<file path="config.mk">
export PLATFORM = sky130hd
export DESIGN_NAME = mem_arbiter
export DESIGN_NICKNAME = d
export VERILOG_FILES = /design/src/rtl/mem_arbiter.sv
export SDC_FILE = /design/constraint.sdc
export NUM_CORES = 1
export LEC_CHECK = 0
export CAP_MARGIN = 20
export CORE_MARGIN = 3
export CORE_UTILIZATION = 42
export CTS_CLUSTER_SIZE = 25
export DETAILED_ROUTE_END_ITERATION = 6
export PLACE_DENSITY = 0.86
export SYNTH_ARGS = -nofsm -noshare
export SYNTH_HDL_FRONTEND = slang
export SYNTH_SLANG_ARGS = --single-unit
</file>
<file path="constraint.sdc">
create_clock -name i_clk -period 3.8 [get_ports i_clk]
set_input_delay 0.76 -clock i_clk [delete_from_list [all_inputs] [get_ports i_clk]]
set_output_delay 0.76 -clock i_clk [all_outputs]
set_load 0.005 [all_outputs]
</file>
<file path="src/rtl/mem_arbiter.sv">
// Round-robin arbiter sharing one memory port between CPU (port 0) and DMA (port 1).
// Optional lock/burst re-grant is enabled by defining TINY16_ARB_LOCK_EN.
module mem_arbiter #(
  parameter int unsigned WIDTH       = 16,
  parameter int unsigned WAIT_STATES = 0,
  parameter int unsigned MAX_LOCK    = 4
) (
  input  logic             i_clk,
  input  logic             i_rst,
  input  logic             i_cpu_req,
  input  logic             i_cpu_we,
  input  logic [WIDTH-1:0] i_cpu_addr,
  input  logic [WIDTH-1:0] i_cpu_wdata,
  input  logic             i_cpu_lock,
  output logic             o_cpu_gnt,
  output logic             o_cpu_ack,
  output logic [WIDTH-1:0] o_cpu_rdata,
  input  logic             i_dma_req,
  input  logic             i_dma_we,
  input  logic [WIDTH-1:0] i_dma_addr,
  input  logic [WIDTH-1:0] i_dma_wdata,
  input  logic             i_dma_lock,
  output logic             o_dma_gnt,
  output logic             o_dma_ack,
  output logic [WIDTH-1:0] o_dma_rdata,
  output logic             o_mem_addr_en,
  output logic             o_mem_in_en,
  output logic             o_mem_out_en,
  output logic [WIDTH-1:0] o_mem_addr,
  output logic [WIDTH-1:0] o_mem_wdata,
  input  logic [WIDTH-1:0] i_mem_rdata,
  output logic             o_busy
);

  localparam int unsigned CntW = (WAIT_STATES > 0) ? $clog2(WAIT_STATES + 1) : 1;
  localparam logic [CntW-1:0] WaitLast = CntW'(WAIT_STATES);
  localparam logic [CntW-1:0] CntOne   = CntW'(1);

  typedef enum logic [1:0] {StIdle, StAddr, StData, StAck} state_e;

  state_e           r_state;
  state_e           w_state_d;
  logic             r_owner;      // 0 = CPU, 1 = DMA; doubles as last_owner
  logic             r_we;
  logic [WIDTH-1:0] r_addr;
  logic [WIDTH-1:0] r_wdata;
  logic [CntW-1:0]  r_wait_cnt;
  logic [WIDTH-1:0] r_cpu_rdata;
  logic [WIDTH-1:0] r_dma_rdata;

  logic w_start;
  logic w_pick;
  logic w_data_last;
  logic w_lock_hit;

  assign w_data_last = (r_wait_cnt == WaitLast);

`ifdef TINY16_ARB_LOCK_EN
  localparam int unsigned LockW = (MAX_LOCK > 0) ? $clog2(MAX_LOCK + 1) : 1;
  localparam logic [LockW-1:0] MaxLockVal = LockW'(MAX_LOCK);
  localparam logic [LockW-1:0] LockOne    = LockW'(1);

  logic [LockW-1:0] r_lock_cnt;
  logic             w_last_req;
  logic             w_last_lock;
  logic             w_lock_ignore;
  logic             w_pick_lock;

  assign w_last_req    = r_owner ? i_dma_req  : i_cpu_req;
  assign w_last_lock   = r_owner ? i_dma_lock : i_cpu_lock;
  assign w_lock_ignore = (r_lock_cnt == MaxLockVal);
  assign w_lock_hit    = !w_lock_ignore && w_last_req && w_last_lock;
  assign w_pick_lock   = w_pick ? i_dma_lock : i_cpu_lock;

  // A grant counts as locked when the winner asserts lock; the streak breaks once at MAX_LOCK.
  always_ff @(posedge i_clk) begin
    if (i_rst) begin
      r_lock_cnt <= '0;
    end else if (w_start) begin
      if (w_lock_ignore || !w_pick_lock) begin
        r_lock_cnt <= '0;
      end else begin
        r_lock_cnt <= r_lock_cnt + LockOne;
      end
    end
  end
`else
  logic w_unused_lock;
  assign w_unused_lock = ^{i_cpu_lock, i_dma_lock, MAX_LOCK[0]};
  assign w_lock_hit    = 1'b0;
`endif

  always_comb begin
    w_pick = i_dma_req;
    if (w_lock_hit) begin
      w_pick = r_owner;
    end else if (i_cpu_req && i_dma_req) begin
      w_pick = ~r_owner;
    end
  end

  always_comb begin
    w_state_d     = r_state;
    w_start       = 1'b0;
    o_mem_addr_en = 1'b0;
    o_mem_in_en   = 1'b0;
    o_mem_out_en  = 1'b0;
    o_cpu_ack     = 1'b0;
    o_dma_ack     = 1'b0;
    unique case (r_state)
      StIdle: begin
        if (i_cpu_req || i_dma_req) begin
          w_state_d = StAddr;
          w_start   = 1'b1;
        end
      end
      StAddr: begin
        o_mem_addr_en = 1'b1;
        w_state_d     = StData;
      end
      StData: begin
        o_mem_in_en  = r_we;
        o_mem_out_en = !r_we;
        if (w_data_last) begin
          w_state_d = StAck;
        end
      end
      StAck: begin
        o_cpu_ack = !r_owner;
        o_dma_ack = r_owner;
        w_state_d = StIdle;
      end
      default: w_state_d = StIdle;
    endcase
  end

  always_ff @(posedge i_clk) begin
    if (i_rst) begin
      r_state     <= StIdle;
      r_owner     <= 1'b1;
      r_we        <= 1'b0;
      r_addr      <= '0;
      r_wdata     <= '0;
      r_wait_cnt  <= '0;
      r_cpu_rdata <= '0;
      r_dma_rdata <= '0;
    end else begin
      r_state <= w_state_d;
      if (w_start) begin
        r_owner <= w_pick;
        r_we    <= w_pick ? i_dma_we    : i_cpu_we;
        r_addr  <= w_pick ? i_dma_addr  : i_cpu_addr;
        r_wdata <= w_pick ? i_dma_wdata : i_cpu_wdata;
      end
      if (r_state == StAddr) begin
        r_wait_cnt <= '0;
      end else if (r_state == StData && !w_data_last) begin
        r_wait_cnt <= r_wait_cnt + CntOne;
      end
      if (r_state == StData && w_data_last && !r_we) begin
        if (r_owner) begin
          r_dma_rdata <= i_mem_rdata;
        end else begin
          r_cpu_rdata <= i_mem_rdata;
        end
      end
    end
  end

  assign o_busy      = (r_state != StIdle);
  assign o_cpu_gnt   = o_busy && !r_owner;
  assign o_dma_gnt   = o_busy && r_owner;
  assign o_cpu_rdata = r_cpu_rdata;
  assign o_dma_rdata = r_dma_rdata;
  assign o_mem_addr  = r_addr;
  assign o_mem_wdata = r_wdata;

endmodule
</file>
==> results.json <==
{
  "final_common_cell": "clkdlybuf4s50_1",
  "dr.pass1.iters": 4,
  "holdPathStages": 2,
  "worst-setup-path-type": "flop to output pin",
  "final-instance-count-excl-fill": 582,
  "hold_buffers": 0,
  "die_w_um": 88.83,
  "cts_buffer_depth": 2,
  "route.vias.total": 2931,
  "cts_root_buf": "clkbuf_8",
  "grt_max_degree": 51,
  "fin_hold_ws_ns": 0.4533,
  "fmax_ghz": 0.4013,
  "hold_viol": 0,
  "boundaryPins": 160,
  "cts.sinks": 69,
  "gp_congestion": 0.7834,
  "postCtsSetupBuffers": 0,
  "ys_ff_latch": 69,
  "cp-end-kind": "output pin",
  "grt_use_total_pct": 20.81,
  "path_max_fanout": 9,
  "worstHoldStart": "o_cpu_rdata[2]",
  "layout.nets": 592,
  "power_density_nw_per_um2": 598.3,
  "leakage_nw": 1.685,
  "cts_buffers": 9,
  "layout-drive-gt1-share_pct": 5.149,
  "maxSlewViolCount": 0,
  "place_inst": 566,
  "period_needed_ns": 2.492,
  "synthesis.nets": 452,
  "antenna_left": 0,
  "drc": 0,
  "synth_cells": 360,
  "status": "finished clean",
  "slew_headroom_pct": 43.55,
  "io_buffer_count": 157,
  "clk_latency_ns": 0.33,
  "ir_worst_vdd_uv": 311.4,
  "drtIter0Drc": 62,
  "clk_pin_slew_ns": 0.07,
  "grt_pass1_vias": 2824,
  "htreeDepth": 3,
  "cts_tree": "yes",
  "grt_pass1_wl_um": 12920,
  "startpoint_type": "flop",
  "cp.arrival_ns": 1.73,
  "r2r-start": "r_state[0]",
  "fp.dieH_um": 88.83,
  "antennaDiodeCount": 0,
  "r2r_slack_ns": 1.72,
  "synth_cell_type_count": 27,
  "rr_worst_depth": 6,
  "avgSynthCellArea_sq_um": 8.004,
  "ys_warn_count": 0,
  "maxCapViolCount": 0,
  "syn_area_sq_um": 2882,
  "antenna_found_initial": 0,
  "area_delta_synth_final_pct": 60.01,
  "final_util_pct": 70.99,
  "final_cell_mix": "clkdlybuf4s50_1 (156), nand2_1 (130), dfxtp_1 (69), nor2_1 (37)",
  "setup_viol": 0,
  "vias_per_cell": 5.036,
  "totalWireLength_um": 8241,
  "worst_slew_pin_slew_ns": 0.8431,
  "worst_clock_skew_ns": 0.007430,
  "min_to": "o_cpu_rdata[2]",
  "dieArea_sq_um": 7891,
  "cts_resized": 0,
  "core_sq_um": 6495,
  "rsz0062_at_grt": "false",
  "hold_class": "flop to flop",
  "reg2reg_to": "o_mem_addr[7]",
  "post_drt_wl_per_cell_um": 14.16,
  "num_rows": 29,
  "grt_overflow_total": 0,
  "start_util_pct": 44.37,
  "fin_setup_tns_ns": 0,
  "place_hpwl_um": 5950,
  "required_ns": 3.04,
  "seq_area_frac_synth_pct": 47.94,
  "fin_crit_sh_pct": 65.57
}
==> sequential cells by signal, summed over array words and instances (netlist names) <==
register	count
o_mem_wdata	16
r_owner	1
o_mem_addr	16
r_wait_cnt	1
o_cpu_rdata	16
r_we	1
r_state	2
o_dma_rdata	16
==> routing by layer <==
layer,global-route usage [%],share of wire [%],up-vias
met4,8.654,1.3,0
li1,-,-,1486
met2,34.35,48,128
met1,23.64,40,1307
met5,0,0,-
met3,8.752,11,10
==> cells in the mapped netlist <==
cell       instances  share of area (%)
nand2_1          130                 17
dfxtp_1           69                 48
nor2_1            37                4.8
a21oi_1           33                5.7
a311oi_1          33                 10
clkbuf_1          13                1.7
buf_4              7                1.8
buf_2              4               0.69
buf_6              4                1.6
ha_1               4                1.7
clkbuf_2           3               0.52
inv_1              3               0.39
nor2b_1            3               0.65
and2_1             2               0.43
nand2b_1           2               0.43
o21a_1             2               0.52
a21bo_2            1               0.35
a21boi_2           1               0.39
a22oi_1            1               0.26
a31oi_1            1               0.22
and4bb_2           1               0.43
mux2i_1            1               0.35
nand4bb_1          1               0.39
nor4b_1            1               0.30
nor4b_4            1               0.82
or2_2              1               0.22
or4b_1             1               0.35
==> layout make-up <==
| type | count | area, sq um |
|---|---|---|
| Fill cell | 491 | 1884 |
| Timing Repair Buffer | 160 | 1589 |
| Sequential cell | 69 | 1381 |
| Multi-Input combinational cell | 257 | 1309 |
| Clock buffer | 9 | 123.9 |
| Clock inverter | 7 | 100.1 |
| Tap cell | 77 | 96.34 |
| Inverter | 3 | 11.26 |
==> critical path: stages, from the launching register on <==
cell	delay (ns)
dfxtp_1	0.34
inv_1	0.08
ha_1	0.30
nor2b_1	0.17
clkdlybuf4s50_1	0.51
==> stage by stage <==
stage	setup slack [ns]	area (sq um)	power, W
2_1_floorplan	2.126	2882	0.001579
3_3_place_gp	1.276	4387	0.002096
3_5_place_dp	1.160	4387	0.002124
4_1_cts	1.279	4611	0.002788
5_1_grt	1.146	4611	0.002940
6_report	1.308	4611	0.002758
==> logic make-up after synthesis <==
logic type                 count (synthesis)  share of synthesized area, %
DFF                                       69                         47.94
buffers and inverters                     34                         6.687
adders and majority gates                  4                         1.737
and+or+nand+nor                          180                         25.79
muxes                                      1                        0.3474
AOI/OAI and AO/OA                         72                         17.50
==> worst max path at each step <==
| stage | end | start | slack, ns |
|---|---|---|---|
| floorplan | o_cpu_rdata[0] | i_rst | 2.13 |
| global placement | o_mem_addr[1] | i_cpu_req | 1.28 |
| detailed placement | o_mem_addr[15] | i_cpu_req | 1.16 |
| CTS | o_mem_out_en | r_state[0] | 1.28 |
| global route | o_mem_out_en | r_state[0] | 1.15 |
| finish | o_mem_out_en | r_state[0] | 1.31 |
==> power breakdown <==
part	leakage, nW	switching, W	total, W	internal (W)
clock	0.102	0.000284	0.000655	0.000371
combinational	1.02	0.000490	0.00108	0.000594
sequential	0.566	0.000112	0.00102	0.000907
No activity file was read; power rests on OpenSTA's default activity.
